`config.mk`:
```
export PLATFORM = sky130hd
export DESIGN_NAME = modn_ones_fsm
export DESIGN_NICKNAME = d
export VERILOG_FILES = /design/src/rtl/modn_ones_fsm.sv
export SDC_FILE = /design/constraint.sdc
export NUM_CORES = 1
export LEC_CHECK = 0
export ABC_CLOCK_PERIOD_IN_PS = 3400
export CAP_MARGIN = 15
export CORE_MARGIN = 2
export CORE_UTILIZATION = 48
export DETAILED_ROUTE_END_ITERATION = 7
export PLACE_DENSITY_LB_ADDON = 0.3
export SKIP_CTS_REPAIR_TIMING = 1
export SLEW_MARGIN = 20
export SYNTH_ARGS = -nofsm -noshare
export SYNTH_HDL_FRONTEND = slang
export SYNTH_SLANG_ARGS = --single-unit
export TNS_END_PERCENT = 50
```
`constraint.sdc`:
```
create_clock -name clk -period 3.4 [get_ports clk]
set_input_delay 0.68 -clock clk [delete_from_list [all_inputs] [get_ports clk]]
set_output_delay 0.68 -clock clk [all_outputs]
set_load 0.01 [all_outputs]
```
`src/rtl/modn_ones_fsm.sv`:
```
// Mealy residue tracker: counts ones (or zeros) per beat modulo MOD_N, flags a
// combinational match on TARGET, and keeps a per-frame verdict and saturating match count.
module modn_ones_fsm #(
    parameter int DATA_W    = 1,
    parameter int MOD_N     = 2,
    parameter int TARGET    = 0,
    parameter int CNT_ONES  = 1,
    parameter int RESET_RES = 0,
    parameter int CNT_W     = 8,
    localparam int RW       = ($clog2(MOD_N) < 1) ? 1 : $clog2(MOD_N)
) (
    input  logic              clk,
    input  logic              reset,
    input  logic              in_valid,
    input  logic [DATA_W-1:0] in_data,
    input  logic              in_last,
    input  logic              clr,
    output logic              out_match,
    output logic [RW-1:0]     residue,
    output logic              frame_done,
    output logic              frame_match,
    output logic [CNT_W-1:0]  match_cnt
);

    localparam int KW = $clog2(DATA_W + 1);
    // Sum width covers the largest encodable residue plus a full beat of ones.
    localparam int SW = RW + KW + 1;
    localparam logic [RW-1:0] RESET_VAL  = RW'(RESET_RES);
    localparam logic [RW-1:0] TARGET_VAL = RW'(TARGET);

    if (DATA_W < 1) begin : g_bad_data_w
        $error("modn_ones_fsm: DATA_W must be >= 1");
    end
    if (MOD_N < 2) begin : g_bad_mod_n
        $error("modn_ones_fsm: MOD_N must be >= 2");
    end
    if ((TARGET < 0) || (TARGET >= MOD_N)) begin : g_bad_target
        $error("modn_ones_fsm: TARGET must be in 0..MOD_N-1");
    end
    if ((RESET_RES < 0) || (RESET_RES >= MOD_N)) begin : g_bad_reset_res
        $error("modn_ones_fsm: RESET_RES must be in 0..MOD_N-1");
    end

    typedef enum logic [1:0] {
        ACT_IDLE = 2'b00,
        ACT_BEAT = 2'b01,
        ACT_LAST = 2'b10,
        ACT_CLR  = 2'b11
    } act_e;

    function automatic logic [KW-1:0] popcount(input logic [DATA_W-1:0] d);
        logic [KW-1:0] c;
        c = '0;
        for (int i = 0; i < DATA_W; i++) begin
            c = c + KW'(d[i]);
        end
        return c;
    endfunction

    logic [RW-1:0]    residue_r;
    logic             frame_done_r;
    logic             frame_match_r;
    logic [CNT_W-1:0] match_cnt_r;

    logic [KW-1:0]    k_s;
    logic [SW-1:0]    sum_s;
    logic [RW-1:0]    next_res_s;
    logic             hit_s;
    act_e             act_s;

    logic [RW-1:0]    residue_d_s;
    logic             frame_done_d_s;
    logic             frame_match_d_s;
    logic [CNT_W-1:0] match_cnt_d_s;

    // Beat weight and exact modular wrap of the running residue.
    always_comb begin
        k_s = '0;
        if (CNT_ONES != 0) begin
            k_s = popcount(in_data);
        end else begin
            k_s = KW'(DATA_W) - popcount(in_data);
        end
        sum_s      = SW'(residue_r) + SW'(k_s);
        next_res_s = RW'(sum_s % SW'(MOD_N));
        hit_s      = (next_res_s == TARGET_VAL);
    end

    // Classify this cycle; clear outranks any beat.
    always_comb begin
        act_s = ACT_IDLE;
        if (clr) begin
            act_s = ACT_CLR;
        end else if (in_valid && in_last) begin
            act_s = ACT_LAST;
        end else if (in_valid) begin
            act_s = ACT_BEAT;
        end else begin
            act_s = ACT_IDLE;
        end
    end

    // Mealy match output, zero latency.
    always_comb begin
        out_match = 1'b0;
        if (in_valid && !clr && hit_s) begin
            out_match = 1'b1;
        end else begin
            out_match = 1'b0;
        end
    end

    // Next-state decode for residue, frame verdict and match counter.
    always_comb begin
        residue_d_s     = residue_r;
        frame_done_d_s  = 1'b0;
        frame_match_d_s = frame_match_r;
        match_cnt_d_s   = match_cnt_r;
        case (act_s)
            ACT_CLR: begin
                residue_d_s     = RESET_VAL;
                frame_match_d_s = 1'b0;
                match_cnt_d_s   = '0;
            end
            ACT_BEAT: begin
                residue_d_s = next_res_s;
            end
            ACT_LAST: begin
                residue_d_s     = RESET_VAL;
                frame_done_d_s  = 1'b1;
                frame_match_d_s = hit_s;
                if (hit_s && (match_cnt_r != {CNT_W{1'b1}})) begin
                    match_cnt_d_s = match_cnt_r + CNT_W'(1);
                end else begin
                    match_cnt_d_s = match_cnt_r;
                end
            end
            ACT_IDLE: begin
                residue_d_s = residue_r;
            end
            default: begin
                residue_d_s = RESET_VAL;
            end
        endcase
    end

    // State registers with asynchronous reset.
    always_ff @(posedge clk or posedge reset) begin
        if (reset) begin
            residue_r     <= RESET_VAL;
            frame_done_r  <= 1'b0;
            frame_match_r <= 1'b0;
            match_cnt_r   <= '0;
        end else begin
            residue_r     <= residue_d_s;
            frame_done_r  <= frame_done_d_s;
            frame_match_r <= frame_match_d_s;
            match_cnt_r   <= match_cnt_d_s;
        end
    end

    assign residue     = residue_r;
    assign frame_done  = frame_done_r;
    assign frame_match = frame_match_r;
    assign match_cnt   = match_cnt_r;

endmodule
```
==> summary.txt <==
vias in the first global route - 469
drt pass-1 iters - 4
delay-heaviest family, CP - buffers and inverters
Required @ worst endpoint - 2720 ps
Slew Viols, Final - 0
Worst setup SP type - primary input
Die ar. - 1620 um^2
via-per-instance ratio - 5.45
crit-path max cell delay - 560 ps
Multi-input gate area - 327 um^2
ANT nets after route - 0
Hold Vio Cnt, Final - 0
GRT Total Usage - 21.5%
Post-Synthesis Cells - 62
hold path depth - 2
top cells by count, synth - dfrtp_1, o21ai_0, inv_1, nand2_1
synthesized area per cell - 10.2 um^2
Hold Path Class - reg -> reg
total number of yosys warnings - 0
Max Fclk - 352 MHz
Tot Pwr - 0.261 mW
largest net degree at the start of global routing - 13
outcome - finished, final reports clean
MaxCap Viol Count - 0
critical path type - in -> out
hold path start - frame_match$_DFFE_PP0P_
Yosys reg bits - 11
Crit. End Element - output port
R2R Setup Slk - 1620 ps
period utilization - 83.5%
Die Ht - 40.3 um
RSZ-0062 raised after global routing - no
PwrDens - 313 nW/um^2
GR Overflow Total - 0
Row Count - 13
Initial Utilization - 49.8%
Setup Viol. Count Final - 0
crit path max fanout - 4
worst-margin pin slew - 518 ps
H-tree levels - 1
Mapped Nets - 69
Tmin final - 2840 ps
Routed Wire Length - 1.36 mm
First DRT Iteration DRCs - 20
residual DRC count - 0
final core occ - 65.6%
Post-synth EDFFs - 0
crit-path most repeated cell - clkdlybuf4s50_1
later-pin clock latency in the skew report - 270 ps
initial antenna violation count - 0
CTS root buf - clkbuf_4
CP max stage cell - clkdlybuf4s50_1
R2R depth - 5
fillers - 113
Area growth, synth to finish - 31.7%
ratio of cells with drive above 1 in the final layout - 12.3%
Core ar. - 1270 um^2
CTS Sinks - 11
Reg clk slew, reported paths - 70 ps
Main synth FF type - dfrtp_1
leading area contributor after synthesis - dfrtp_1
Synth top area share - 43.6%
Chip Width - 40.3 um
setup_tns - 0 ps
Detail Placement HPWL - 947 um
most frequent cell after synthesis - dfrtp_1
TritonCTS Buffers - 3
reg2reg end - match_cnt[5]$_DFFE_PP0P_
Post-synth ARST share - 100%
arrival time at the worst endpoint - 2160 ps
DR WL/cell - 14.1 um
IO Count - 18
via count - 523
routability cong. - 0.776
ranking of synthesized cells by area - dfrtp_1, o21ai_0, o311ai_4
CP Buf/Inv Count - 2
maximum clock path buffer count - 2
Crit Reg-Reg Startpoint - match_cnt[0]$_DFFE_PP0P_
TritonCTS clock tree - built
register area share after synthesis - 43.6%
leakage - 0.315 nW
fin nets - 89
cell chain of the critical path - clkdlybuf4s50_1, xor2_1, nor3b_1, clkdlybuf4s50_1
n_diodes - 0
clock skew - 5.13 ps
Storage cell area - 275 um^2
WHS Endpoint - frame_match$_DFFE_PP0P_
buffers added on ports - 17
Slew headroom - 65.4%
synthesized cell area - 632 um^2
first-pass GRT wire length - 2.21 mm
maximum VDD drop - 0.000216 V
Cell variety after synth - 29
where the power goes:
group	switching (mW)	internal (mW)	total, mW
logic	0.0161	0.0165	0.0326
registers	0.00308	0.133	0.136
clock network	0.0465	0.0455	0.0919
placed cells by master (no fill, tap or decap), types with 2 or more instances in the layout:
cell,instances
clkdlybuf4s50_1,17
dfrtp_1,11
o21ai_0,6
inv_1,4
nand2_1,4
nand3b_1,3
nand3_1,3
a21oi_1,3
clkbuf_4,3
nor2b_1,2
o31ai_1,2
xor2_1,2
nand4_1,2
mux2i_1,2
nor2_1,2
cells by family (layout without fill, tap and decap cells):
logic type	after synthesis	after routing	synth area share (%)
multiplexers	2	2	3.17
XOR/XNOR	3	3	5.35
adder cells (fa/ha/maj)	1	1	1.98
AO/OA/AOI/OAI	14	14	16.4
flip-flops	11	11	43.6
buffers and inverters	6	25	4.75
AND/OR/NAND/NOR	25	25	24.8
final cells by class:
type                    count  area share (%)
clock buffers               4            3.16
flip-flops and latches     11            33.1
inverters                   4            1.80
repair buffers             17            20.5
multi-input cells          45            39.2
well taps                  15            2.26
layer usage:
metal	vias to the layer above	track usage, %	routed length, um
met5	-	0	0
met2	14	29.4	607
met1	245	30.5	665
met3	4	3.33	64
li1	260	-	-
met4	0	15.0	21
metrics by stage:
step / area [um^2] / instances / hold WS (ps) / worst slack, ps
after detailed placement: 806 / 92 / 529 / 558
after floorplan: 632 / 62 / 532 / 1540
final: 832 / 96 / 538 / 560
after global routing: 832 / 96 / 581 / 480
after global placement: 806 / 92 / 522 / 600
after CTS: 832 / 96 / 539 / 546
registers in the layout (all words and copies together), names as in the netlist:
register	flops
match_cnt	8
frame_done	1
residue	1
frame_match	1
worst min-delay path, stage by stage, from the launching register on:
cell and delay (ps):
dfrtp_1 380, nand2_1 60, a21oi_1 60
how the worst max path moves through the flow:
stage / from / end / slack [ps] / cells after the start
floorplan: clr / out_match / 1540 / 2
global placement: in_data / out_match / 600 / 4
detailed placement: in_data / out_match / 560 / 4
CTS: in_data / out_match / 550 / 4
global route: in_data / out_match / 480 / 4
finish: in_data / out_match / 560 / 4
(Power assumes the default switching activity.)
